--- src/rtl/arbitro_paralelo_serial_if.sv ---
// Bus between the byte sources, the lane arbiter and the paralelo_serial serializer.
// master = arbiter side, slave = sources/serializer side.
interface arbitro_paralelo_serial_if #(
  parameter int NUM_REQ = 4,
  parameter int DATA_W  = 8
);
  localparam int GID_W = (NUM_REQ > 1) ? $clog2(NUM_REQ) : 1;

  logic [NUM_REQ-1:0]        req;
  logic [NUM_REQ*DATA_W-1:0] data_req;
  logic [NUM_REQ-1:0]        pop;
  logic [DATA_W-1:0]         data_ps;
  logic                      valid_ps;
  logic [GID_W-1:0]          grant_id;
  logic                      sync_done;
  logic                      busy;

  modport master (
    input  req, data_req,
    output pop, data_ps, valid_ps, grant_id, sync_done, busy
  );

  modport slave (
    output req, data_req,
    input  pop, data_ps, valid_ps, grant_id, sync_done, busy
  );
endinterface

--- src/rtl/arbitro_paralelo_serial.sv ---
// Round-robin burst arbiter feeding the single paralelo_serial lane from NUM_REQ byte sources.
// Define ARB_STRICT_PRIO_EN for lowest-index-first selection instead of round-robin.
//
// state    | meaning
// ST_SYNC  | post-reset idle window, serializer sends idle/COM symbols
// ST_IDLE  | dead cycle between grants (becomes a COM delimiter), selects next owner
// ST_GRANT | owner pops up to MAX_BURST bytes while its req stays high
module arbitro_paralelo_serial #(
  parameter int NUM_REQ     = 4,
  parameter int DATA_W      = 8,
  parameter int SYNC_CYCLES = 4,
  parameter int MAX_BURST   = 4
) (
  input  logic                      clk_4f,
  input  logic                      reset_L,
  arbitro_paralelo_serial_if.master bus
);
  localparam int GID_W = (NUM_REQ > 1) ? $clog2(NUM_REQ) : 1;
  localparam int SC_W  = (SYNC_CYCLES > 1) ? $clog2(SYNC_CYCLES) : 1;
  localparam int BC_W  = (MAX_BURST > 1) ? $clog2(MAX_BURST) : 1;

  typedef enum logic [1:0] {ST_SYNC, ST_IDLE, ST_GRANT} state_t;

  state_t              r_state;
  state_t              w_state_nxt;
  logic [SC_W-1:0]     r_sync_cnt;
  logic [GID_W-1:0]    r_owner;
  logic [BC_W-1:0]     r_burst_cnt;
  logic [DATA_W-1:0]   r_data_ps;
  logic                r_valid_ps;
  logic                r_sync_done;
  logic                w_found;
  logic [GID_W-1:0]    w_sel;
  logic [NUM_REQ-1:0]  w_pop;
  logic                w_take;
  logic                w_exit;
  logic [DATA_W-1:0]   w_byte;

`ifdef ARB_STRICT_PRIO_EN
  always_comb begin : p_select
    w_found = 1'b0;
    w_sel   = '0;
    for (int i = NUM_REQ - 1; i >= 0; i--) begin
      if (bus.req[i]) begin
        w_found = 1'b1;
        w_sel   = GID_W'(i);
      end
    end
  end
`else
  logic [GID_W-1:0] r_ptr;

  // First requester at or after r_ptr, wrapping at NUM_REQ.
  always_comb begin : p_select
    w_found = 1'b0;
    w_sel   = '0;
    for (int k = 0; k < NUM_REQ; k++) begin
      if (!w_found && bus.req[(int'(r_ptr) + k) % NUM_REQ]) begin
        w_found = 1'b1;
        w_sel   = GID_W'((int'(r_ptr) + k) % NUM_REQ);
      end
    end
  end

  always_ff @(posedge clk_4f or negedge reset_L) begin
    if (!reset_L) begin
      r_ptr <= '0;
    end else if (w_exit) begin
      r_ptr <= (r_owner == GID_W'(NUM_REQ - 1)) ? '0 : r_owner + 1'b1;
    end
  end
`endif

  assign w_byte = bus.data_req[int'(r_owner)*DATA_W +: DATA_W];

  always_comb begin : p_fsm
    w_state_nxt = r_state;
    w_pop       = '0;
    w_take      = 1'b0;
    w_exit      = 1'b0;
    unique case (r_state)
      ST_SYNC: begin
        if (r_sync_cnt == SC_W'(SYNC_CYCLES - 1)) w_state_nxt = ST_IDLE;
      end
      ST_IDLE: begin
        if (w_found) w_state_nxt = ST_GRANT;
      end
      ST_GRANT: begin
        if (bus.req[r_owner]) begin
          w_take         = 1'b1;
          w_pop[r_owner] = 1'b1;
          if (r_burst_cnt == BC_W'(MAX_BURST - 1)) w_exit = 1'b1;
        end else begin
          w_exit = 1'b1;
        end
        if (w_exit) w_state_nxt = ST_IDLE;
      end
      default: w_state_nxt = ST_SYNC;
    endcase
  end

  always_ff @(posedge clk_4f or negedge reset_L) begin
    if (!reset_L) r_state <= ST_SYNC;
    else          r_state <= w_state_nxt;
  end

  always_ff @(posedge clk_4f or negedge reset_L) begin
    if (!reset_L) begin
      r_sync_cnt  <= '0;
      r_owner     <= '0;
      r_burst_cnt <= '0;
      r_data_ps   <= '0;
      r_valid_ps  <= 1'b0;
      r_sync_done <= 1'b0;
    end else begin
      r_valid_ps <= w_take;
      if (w_take) r_data_ps <= w_byte;
      unique case (r_state)
        ST_SYNC: begin
          if (r_sync_cnt == SC_W'(SYNC_CYCLES - 1)) r_sync_done <= 1'b1;
          else                                      r_sync_cnt  <= r_sync_cnt + 1'b1;
        end
        ST_IDLE: begin
          if (w_found) begin
            r_owner     <= w_sel;
            r_burst_cnt <= '0;
          end
        end
        ST_GRANT: begin
          if (w_exit)      r_burst_cnt <= '0;
          else if (w_take) r_burst_cnt <= r_burst_cnt + 1'b1;
        end
        default: ;
      endcase
    end
  end

  assign bus.pop       = w_pop;
  assign bus.data_ps   = r_data_ps;
  assign bus.valid_ps  = r_valid_ps;
  assign bus.grant_id  = r_owner;
  assign bus.sync_done = r_sync_done;
  assign bus.busy      = (r_state == ST_GRANT);
endmodule
--- src/flat_wrapper.sv ---
// flat-port wrapper written by rule: the top's interface ports become plain ports
module arbitro_paralelo_serial_flat 
#(
  parameter int NUM_REQ     = 4,
  parameter int DATA_W      = 8,
  parameter int SYNC_CYCLES = 4,
  parameter int MAX_BURST   = 4
)
  (clk_4f, reset_L, bus_req, bus_data_req, bus_pop, bus_data_ps, bus_valid_ps, bus_grant_id, bus_sync_done, bus_busy);
  arbitro_paralelo_serial_if #(.NUM_REQ(NUM_REQ), .DATA_W(DATA_W)) bus_i ();
  input  logic clk_4f;
  input  logic reset_L;
  input wire logic [$bits(bus_i.req)-1:0] bus_req;
  input wire logic [$bits(bus_i.data_req)-1:0] bus_data_req;
  output wire logic [$bits(bus_i.pop)-1:0] bus_pop;
  output wire logic [$bits(bus_i.data_ps)-1:0] bus_data_ps;
  output wire logic [$bits(bus_i.valid_ps)-1:0] bus_valid_ps;
  output wire logic [$bits(bus_i.grant_id)-1:0] bus_grant_id;
  output wire logic [$bits(bus_i.sync_done)-1:0] bus_sync_done;
  output wire logic [$bits(bus_i.busy)-1:0] bus_busy;
  assign bus_i.req = bus_req;
  assign bus_i.data_req = bus_data_req;
  assign bus_pop = bus_i.pop;
  assign bus_data_ps = bus_i.data_ps;
  assign bus_valid_ps = bus_i.valid_ps;
  assign bus_grant_id = bus_i.grant_id;
  assign bus_sync_done = bus_i.sync_done;
  assign bus_busy = bus_i.busy;
  arbitro_paralelo_serial #(.NUM_REQ(NUM_REQ), .DATA_W(DATA_W), .SYNC_CYCLES(SYNC_CYCLES), .MAX_BURST(MAX_BURST)) u_core (.clk_4f(clk_4f), .reset_L(reset_L), .bus(bus_i));
endmodule
--- config.mk ---
export PLATFORM = sky130hd
export DESIGN_NAME = arbitro_paralelo_serial_flat
export DESIGN_NICKNAME = d
export VERILOG_FILES = /design/src/rtl/arbitro_paralelo_serial_if.sv /design/src/rtl/arbitro_paralelo_serial.sv /design/src/flat_wrapper.sv
export SDC_FILE = /design/constraint.sdc
export NUM_CORES = 1
export LEC_CHECK = 0
export CAP_MARGIN = 20
export CORE_MARGIN = 5
export CORE_UTILIZATION = 37
export CTS_CLUSTER_DIAMETER = 40
export DETAILED_ROUTE_END_ITERATION = 7
export GPL_ROUTABILITY_DRIVEN = 1
export GPL_TIMING_DRIVEN = 1
export PLACE_DENSITY = 0.75
export SYNTH_ARGS = -nofsm -noshare
export SYNTH_HDL_FRONTEND = slang
export SYNTH_SLANG_ARGS = --single-unit
--- constraint.sdc ---
create_clock -name clk_4f -period 1.6 [get_ports clk_4f]
set_input_delay 0.4 -clock clk_4f [delete_from_list [all_inputs] [get_ports clk_4f]]
set_output_delay 0.4 -clock clk_4f [all_outputs]
set_load 0.02 [all_outputs]
## After elaboration in Yosys (flattened, before gate mapping)

Cells that the tools add are included.

| storage, ports and cells | value |
|---|---|
| register bits | 20 |
| input port bits | 38 |
| output and inout port bits | 17 |
| logic and storage cells | 91 |

| cells by class | value |
|---|---|
| add/subtract/negate cells | 6 |
| $lt $le $gt $ge | 6 |
| equality and inequality tests | 9 |
| shift operators | 1 |
| muxes and demuxes | 40 |
| bitwise operators | 4 |
| reduce and logical (&&, ||, !) cells | 17 |

Operators with widths:

| kind | count |
|---|---|
| variable part select 32 x 6 -> 8 bit | 1 |
| two-way mux 2 bit | 11 |
| two-way mux 1 bit | 19 |
| < comparator 3 x 4 -> 1 bit, second input constant | 3 |
| binary-select mux 1 bit (select 2 bit) | 5 |
| adder 2 x 1 -> 2 bit, second input constant | 4 |
| == test 2 bit, second input constant | 4 |
| two-way mux 4 bit | 2 |
| < comparator 2 x 3 -> 1 bit, second input constant | 2 |
| inequality test 2 x 1 -> 1 bit, second input constant | 3 |
| case mux 2 bit (3 select lines) | 1 |
| AND reduction 2 bit | 3 |
| AND reduction 3 bit | 2 |
| OR reduction 2 bit | 3 |
| adder 2 bit, second input constant | 2 |
| logical AND 1 bit | 4 |
| case mux 2 bit (2 select lines) | 1 |
| bitwise AND 1 bit, first input constant | 3 |
| zero test 1 bit | 3 |
| inequality test 3 x 1 -> 1 bit, second input constant | 1 |
| demux 1 bit (select 2 bit) | 1 |
| == test 2 x 1 -> 1 bit, second input constant | 1 |
| >= comparator 2 x 1 -> 1 bit, second input constant | 1 |
| zero test 2 bit | 1 |
| other kinds (2) | 2 |

## Logic depth before layout (Yosys ltp)

Gate-level depths: netlist of the first run.

| depth | value |
|---|---|
| depth in word-level cells | 16 |
| mapped depth | 6 |
| gate-level depth less buffers | 6 |

## Worst setup path after synthesis of the first run

Ideal clock, no wire load.

| path | value |
|---|---|
| path kind | flip-flop to flip-flop |
| start point | register u_core.r_owner[0], in the netlist u_core.bus.grant_id[0] |
| end point | register u_core.r_data_ps[0], in the netlist u_core.bus.data_ps[0] |
| setup time | 0.125 ns |
| data arrival time | 1.729 ns |
| required time | 1.475 ns |
| setup slack | -0.254 ns |
| stages on the path, launching flop included | 5 |
| buffers on the path | 1 |
| period minus slack after synthesis | 1.854 ns |
| path through | dfrtp_1 mux4_2 and2_4 buf_6 mux2_4 |

| on the way | value |
|---|---|
| longest elaborated chain between the ends | 4 |
| elaborated cells on any way between the ends | 5 |
| those cells by class | 1 x shift; 4 x mux |

RTL lines:

| item | RTL line | source |
|---|---|---|
| start, declared | arbitro_paralelo_serial.sv:27 | `logic [GID_W-1:0] r_owner;` |
| start signal, assigned | arbitro_paralelo_serial.sv:125 | `r_owner <= w_sel;` |
| binary-select mux 1 bit (select 2 bit) | arbitro_paralelo_serial.sv:89 | `if (bus.req[r_owner]) begin` |
| two-way mux 1 bit (not written as such) | arbitro_paralelo_serial.sv:89 |  |
| two-way mux 1 bit | arbitro_paralelo_serial.sv:89 |  |
| two-way mux 1 bit | arbitro_paralelo_serial.sv:81 | `unique case (r_state)` |
| net u_core.w_take | arbitro_paralelo_serial.sv:35 | `logic w_take;` |
| end signal, assigned | arbitro_paralelo_serial.sv:117 | `if (w_take) r_data_ps <= w_byte;` |
| end, declared | arbitro_paralelo_serial.sv:29 | `logic [DATA_W-1:0] r_data_ps;` |

The timed path passes the listed nets, and every way through them passes these cells. The select of a mux whose other input is x is not followed.
A chain may end at the register's enable or synchronous reset.

## Worst setup path in the final report of the first run

| path | value |
|---|---|
| start point | register u_core.r_owner[0], in the netlist u_core.bus.grant_id[0] |
| end point | output bus_pop[2] |

| on the way | value |
|---|---|
| longest elaborated chain between the ends | 6 |
| elaborated cells on any way between the ends | 9 |
| those cells by class | 2 x order compare; 6 x mux; 1 x reduce/logical |

RTL lines:

| item | RTL line | source |
|---|---|---|
| < comparator 2 x 3 -> 1 bit (not written as such) / >= comparator 2 x 1 -> 1 bit (equally long branches) | arbitro_paralelo_serial.sv:91 | `w_pop[r_owner] = 1'b1;` |
| logical AND 1 bit (not written as such) | arbitro_paralelo_serial.sv:91 |  |
| two-way mux 1 bit (not written as such) | arbitro_paralelo_serial.sv:91 |  |
| demux 1 bit (select 2 bit) | -- |  |
| two-way mux 4 bit (*) | arbitro_paralelo_serial.sv:89 |  |
| two-way mux 4 bit (*) | arbitro_paralelo_serial.sv:81 |  |
| end, declared | flat_wrapper.sv:15 | `output wire logic [$bits(bus_i.pop)-1:0] bus_pop;` |

Mark *: on every way between the ends. The rest lies on a longest branch, timed or not. The select of a mux whose other input is x is not followed.

==> results of run 1 <==
==> per-stage QoR <==
step	cell area (um^2)	std cells	utilization (%)
after floorplan	1245	97	-
after global placement	1964	213	59.81
after detailed placement	1964	213	59.81
after CTS	2077	221	63.24
after global routing	2122	223	64.61
final	2122	223	64.61
==> placed cells by master (no fill, tap or decap), types with 2 or more instances in the layout <==
cell type	instances
o21ai_0	4
mux2_4	8
buf_4	20
buf_6	11
dfrtp_1	19
and3_4	4
a31oi_1	3
ha_1	8
mux4_2	9
clkbuf_4	3
nor2_1	3
clkdlybuf4s50_1	33
inv_2	2
dlygate4sd2_1	14
a21oi_1	3
mux2_2	2
nand2_1	4
inv_1	6
==> where the power goes <==
group	switching (mW)	internal (mW)
Clock	0.176	0.254
Combinational	0.948	1.21
Sequential	0.124	0.704
==> cells by family (layout without fill, tap and decap cells) <==
group | Yosys count | in the layout | synth area share (%)
buf+inv | 11 | 91 | 4.044
xor+xnor | 1 | 1 | 0.7079
fa+ha+maj | 9 | 9 | 9.100
flops | 20 | 20 | 40.44
simple gates | 18 | 18 | 7.786
compound gates | 18 | 18 | 9.202
mux | 20 | 20 | 28.72
==> worst paths after layout <==
path,depth (start not counted),to,startpoint
worst min-delay path,2,u_core.bus.sync_done$_DFFE_PN0P_,reset_L
max in group asynchronous,2,u_core.bus.grant_id[0]$_DFFE_PN0P_,reset_L
worst min register to register,1,u_core.bus.sync_done$_DFFE_PN0P_,u_core.bus.sync_done$_DFFE_PN0P_
worst max register to register,8,u_core.r_state[1]$_DFFE_PN0P_,u_core.bus.grant_id[0]$_DFFE_PN0P_
worst max-delay path,3,bus_pop[2],u_core.bus.grant_id[0]$_DFFE_PN0P_
min in group clk_4f,1,u_core.bus.sync_done$_DFFE_PN0P_,u_core.bus.sync_done$_DFFE_PN0P_
==> what timing repair did <==
item | in CTS | in global routing
setup buffers | 5 | 2
gates resized for setup | 64 | 11
pin swaps | 5 | 2
endpoints found under the setup margin | 33 | 24
hold buffers | 0 | 0
endpoints found under the hold margin | 0 | 0
==> registers in the layout, indices dropped and copies added, names as in the netlist <==
register and flops:
u_core.r_sync_cnt 2, u_core.bus.grant_id 2, u_core.bus.sync_done 1, u_core.bus.data_ps 8, u_core.r_state 2, u_core.r_burst_cnt 2
u_core.r_ptr 2, u_core.bus.valid_ps 1
==> per-layer routing <==
layer  share of wire (%)  GRT usage [%]  vias up
met4                 1.7          7.196        0
met1                  39          18.31      557
met2                  53          30.50       36
li1                    -              -      521
met3                 6.1          2.791        5
met5                   0              0        -
==> final cells by class <==
type                    count  area (um^2)  area share, %
flip-flops and latches     20        501.7          23.64
well taps                  46        57.56          2.712
multi-input cells          66        733.2          34.55
inverters                   8        30.03          1.415
repair buffers             79        747.0          35.20
clock buffers               3        22.52          1.061
clock inverters             1        30.03          1.415
==> critical path: cells and delay by family (launching register included) <==
kind | cells | cell delay [ns]
muxes | 1 | 0.58
DFF | 1 | 0.40
and+or+nand+nor | 1 | 0.21
buffers and inverters | 1 | 0.12
==> out/qor.yml, run 1 <==
logic_synthesis:
  ys_types: 31
  yosysTopAreaCell: "dfrtp_1"
  yosysMostFrequentCell: "dfrtp_1"
  synth.avg_cell_area_um2: 12.76
  synth_cells: 97
  yosys_register_bits: 20
  async_reset_ff_share_pct: 100.0
  synth_edf_count: 0
  synth-seq-area-share_pct: 40.44
  synth-main-ff-cell: "dfrtp_1"
  synth_nets: 144
  netlist_top_cells_count: "20 x dfrtp_1, 9 x ha_1, 9 x mux4_2, 8 x inv_1, 8 x mux2_4"
  synthesis.yosys.warnings: 0
  synth_area_leaders: "dfrtp_1 40%, mux4_2 16%, mux2_4 9.7%"
  synth_top_cell_area_share_pct: 40.44
  syn_area_um2: 1237
routing:
  postRouteAntennaNets: 0
  routed-via-count: 1119
  dr.pass1.iters: 4
  wl_per_cell_um: 16.70
  first_iter_violations: 48
  routed_via_density: 5.018
  routed_wl_um: 3724
  drc: 0
worst_setup_path:
  r2r_slack_ns: -0.28
  required_ns: 1.20
  crit_path_start_kind: "register"
  arrival_ns: 1.63
  critPathMaxFanout: 6
  path_cells: "mux4_2 > and3_4 > buf_6"
  end_kind: "primary output"
  cp_slowest_stage_delay_ns: 0.58
  setup.worst_path.class: "register to primary output"
  crit_slowest_cell: "mux4_2"
run:
  drv_cap: 0
clocking:
  cts_root_buffer: "clkbuf_4"
  clkTransAtPathRegs_ns: 0.13
  cts_max_level: 1
  clockBufferDepth: 2
  insertion_delay_ns: 0.32
  cts_sinks: 20
  cts_tree: "built"
  cts_buffers: 3
floorplan:
  core_area_um2: 3284
  die_x_um: 67.83
  start_util_pct: 37.68
  ios: 55
  die-area_um2: 4601
  rows: 21
  die_h_um: 67.83
worst_hold_path:
  hp-class: "primary input to asynchronous set/reset pin"
timing:
  fin_worst_skew_ns: 0.008019
  fin_crit_sh_pct: 126.7
  relSlewSlack_pct: 81.61
  fin_hold_ws_ns: 0.4250
  fmax_ghz: 0.4931
  tightest_slew_ns: 0.2758
  rsz0062_at_grt: "yes"
  final.setup.worst_slack_ns: -0.4278
  setup_viol: 18
  tns_ns: -3.528
  min_period_ns: 2.028
  hold_viol_final: 0
  final-max-slew-violation-count: 0
global_routing:
  first_global_vias: 1182
  grtUsageTotal_pct: 16.45
  grt_overflow: 0
  grt_pass1_wl_um: 5568
  antenna_found_initial: 0
  grt_max_degree: 21
run_status:
  violations: "negative setup slack"
  outcome: "finished, violations left"
layout:
  drive_above_1_share_pct: 37.85
  fin_nets: 225
  area_growth_syn_to_layout_pct: 71.49
  n_antenna_cell: 0
  fill_cells: 262
power_and_ir_drop:
  power.density_nw_per_um2: 1608
  power_mw: 3.413
  ir_drop_mv: 0.9276
  p_leak_nw: 0.9476
placed_design:
  numPortBuffers: 54
  post-dp-hpwl_um: 2820
  post-place-ws_ns: -0.9561
  place_congestion: 0.8900
Power figures use the tool's default switching activity.
==> run 2: changes to the inputs <==
Settings changed: SLEW_MARGIN set to 10.
==> results of run 2 <==
The final DEF is identical to that of run 1; final timing and power are the same.
==> run 3: changes to the inputs <==
Settings changed: CTS_CLUSTER_SIZE set to 40, PLACE_DENSITY 0.75 to 0.78.
==> run 3 against run 2 <==
  * Clock power fell by 34%
  * Global-route usage shrank 0.77 points
  * Via count decreased by 1.5%
  * Wire length decreased by 2.3%
  * The flow still finishes with violations (negative setup slack)
  * Register-to-register slack got worse by 0.09 ns
==> out/qor.yml, run 3 (synthesis results as in run 1) <==
power_and_ir_drop:
  power_frac_seq_pct: 26.0  # +1.8 points
  p_sw_share_pct: 38.22  # +1.7 points
  p_clk_share_pct: 8.7  # -3.9 points
  power.switching_mw: 1.246  # -0.20%
  power_mw: 3.259  # -4.5%
  ir_drop_mv: 0.7153  # -23%
  combPwrFrac_pct: 65.3  # +2.1 points
  power.density_nw_per_um2: 1561  # -2.9%
  p_leak_nw: 0.9221  # -2.7%
  power.internal_mw: 2.013  # -7.0%
clocking:
  clockBufferDepth: 2  # unchanged
  cts_tree: "built"
  cts_root_buffer: "clkbuf_4"
  cts_buffers: 3  # unchanged
  insertion_delay_ns: 0.29  # -0.03 ns
  cts_sinks: 20  # unchanged
  clkTransAtPathRegs_ns: 0.11  # -0.02 ns
  cts_max_level: 1  # unchanged
layout:
  final_common_cell: "clkdlybuf4s50_1"
  fill_cells: 236  # -9.9%
  finalCoreUtilization_pct: 63.54  # -1.1 points
  drive_above_1_share_pct: 37.50  # -0.35 points
  stdcell_count: 222  # -0.45%
  fin_nets: 224  # -0.44%
  area_growth_syn_to_layout_pct: 68.66
  n_antenna_cell: 0  # unchanged
  largest_reg_flops: 8  # unchanged
  layout_common_cells: "33 x clkdlybuf4s50_1, 19 x buf_4, 19 x dfrtp_1"
floorplan:
  start_util_pct: 37.68  # unchanged
  rows: 21  # unchanged
  core_area_um2: 3284  # unchanged
  die-area_um2: 4601  # unchanged
  ios: 55  # unchanged
  die_h_um: 67.83  # unchanged
  die_x_um: 67.83  # unchanged
worst_setup_path:
  r2r_start: "u_core.bus.grant_id[0]$_DFFE_PN0P_"
  crit_path_start_kind: "register"
  required_ns: 1.20  # about the same
  crit_slowest_cell: "mux4_2"
  critPathMaxFanout: 5  # -1
  reg2reg_depth: 6  # -2
  path_cells: "mux4_2 > and3_4 > buf_6"
  arrival_ns: 1.61  # -0.02 ns
  setup.worst_path.class: "register to primary output"
  r2r_slack_ns: -0.37  # -0.09 ns
  rr_endpoint: "u_core.bus.data_ps[2]$_DFFE_PN0P_"
  end_kind: "primary output"
  cp_slowest_stage_delay_ns: 0.58  # about the same
timing:
  final.setup.worst_slack_ns: -0.4053  # +0.02253 ns
  min_period_ns: 2.005  # -0.02253 ns
  fin_crit_sh_pct: 125.3  # -1.4 points
  hold_viol_final: 0  # unchanged
  setup_viol: 19  # +1
  rsz0062_at_grt: "yes"
  fmax_ghz: 0.4987  # +1.1%
  final-max-slew-violation-count: 0  # unchanged
  relSlewSlack_pct: 82.47  # +0.86 points
  tightest_slew_ns: 0.2630  # -0.01283 ns
  fin_worst_skew_ns: 0.01010  # +0.002082 ns
run_status:
  outcome: "finished, violations left"
  violations: "negative setup slack"
global_routing:
  met1_usage_pct: 18.81  # +0.50 points
  grt_max_degree: 21  # unchanged
  antenna_found_initial: 0  # unchanged
  gr-usage-met3_pct: 2.627  # -0.16 points
  grt_util_met2_pct: 29.77  # -0.73 points
  first_global_vias: 1144  # -3.2%
  grt_overflow: 0  # unchanged
  grtUsageTotal_pct: 15.68  # -0.77 points
  grt_busiest_layer: "met2"
  grt_pass1_wl_um: 5464  # -1.9%
placed_design:
  post-dp-hpwl_um: 2771  # -1.7%
  place_congestion: 0.7419  # -17%
  place_inst: 212  # -0.47%
  numPortBuffers: 54  # unchanged
routing:
  routed_via_density: 4.964  # -1.1%
  routed_wl_um: 3637  # -2.3%
  drc: 0  # unchanged
  first_iter_violations: 51  # +6.3%
  routed-via-count: 1102  # -1.5%
  postRouteAntennaNets: 0  # unchanged
  dr.pass1.iters: 4  # unchanged
  wl_per_cell_um: 16.38  # -1.9%
worst_hold_path:
  hp-class: "primary input to asynchronous set/reset pin"
run:
  drv_cap: 0  # unchanged
-- run 3: per-stage QoR --
| stage | TNS, ns | worst slack (ns) | instance area, um^2 | hold slack [ns] |
|---|---|---|---|---|
| floorplan | -1.692 | -0.1547 | 1245 | 0.1044 |
| global placement | -12.09 | -0.9051 | 1957 | 0.4422 |
| detailed placement | -12.62 | -0.9309 | 1957 | 0.4636 |
| CTS | -3.920 | -0.3871 | 2051 | 0.4394 |
| global route | -7.269 | -0.4582 | 2087 | 0.4571 |
| finish | -6.097 | -0.4053 | 2087 | 0.4433 |
-- run 3: worst max-delay path by stage --
stage / from / to / slack, ns
after CTS: u_core.bus.grant_id[0]$_DFFE_PN0P_ / bus_pop[3] / -0.39
after floorplan: u_core.bus.grant_id[0]$_DFFE_PN0P_ / u_core.bus.data_ps[0]$_DFFE_PN0P_ / -0.15
final: u_core.bus.grant_id[0]$_DFFE_PN0P_ / bus_pop[3] / -0.41
after detailed placement: bus_req[3] / bus_pop[3] / -0.93
after global placement: bus_req[3] / bus_pop[1] / -0.91
after global routing: u_core.bus.grant_id[0]$_DFFE_PN0P_ / bus_pop[1] / -0.46
-- run 3: critical path, delay by kind of cell (launching register included) --
family | cells | cell delay (ns)
flip-flops | 1 | 0.40
AND/OR/NAND/NOR | 1 | 0.21
multiplexers | 1 | 0.58
buffers and inverters | 1 | 0.12
-- run 3: timing repair --
action	4_1_cts	5_1_grt
endpoints found under the setup margin	33	22
resized for setup	63	4
pin swaps	6	1
buffers inserted	2	3
gates cloned	1	0
hold buffers	0	0
-- run 3: layout make-up --
type	count	area, um^2	share of cell area [%]
inverters	8	30.03	1.439
well taps	46	57.56	2.758
clock buffers	4	36.28	1.739
multi-input cells	67	742.0	35.55
repair buffers	77	719.4	34.47
flip-flops and latches	20	501.7	24.04
-- run 3: per-layer routing --
metal  share of wire, %  vias to the layer above
li1                   -                      520
met1                 39                      535
met2                 51                       45
met3                9.3                        2
met4               0.44                        0
met5                  0                        -
-- run 3: power by group through the flow --
stage                     sequential, mW  combinational (mW)  clock, mW
after floorplan                     1.01               0.945          0
after global placement             0.834                1.90          0
after detailed placement           0.847                1.96          0
after CTS                          0.840                2.03      0.294
after global routing               0.871                2.28      0.321
final                              0.848                2.13      0.282
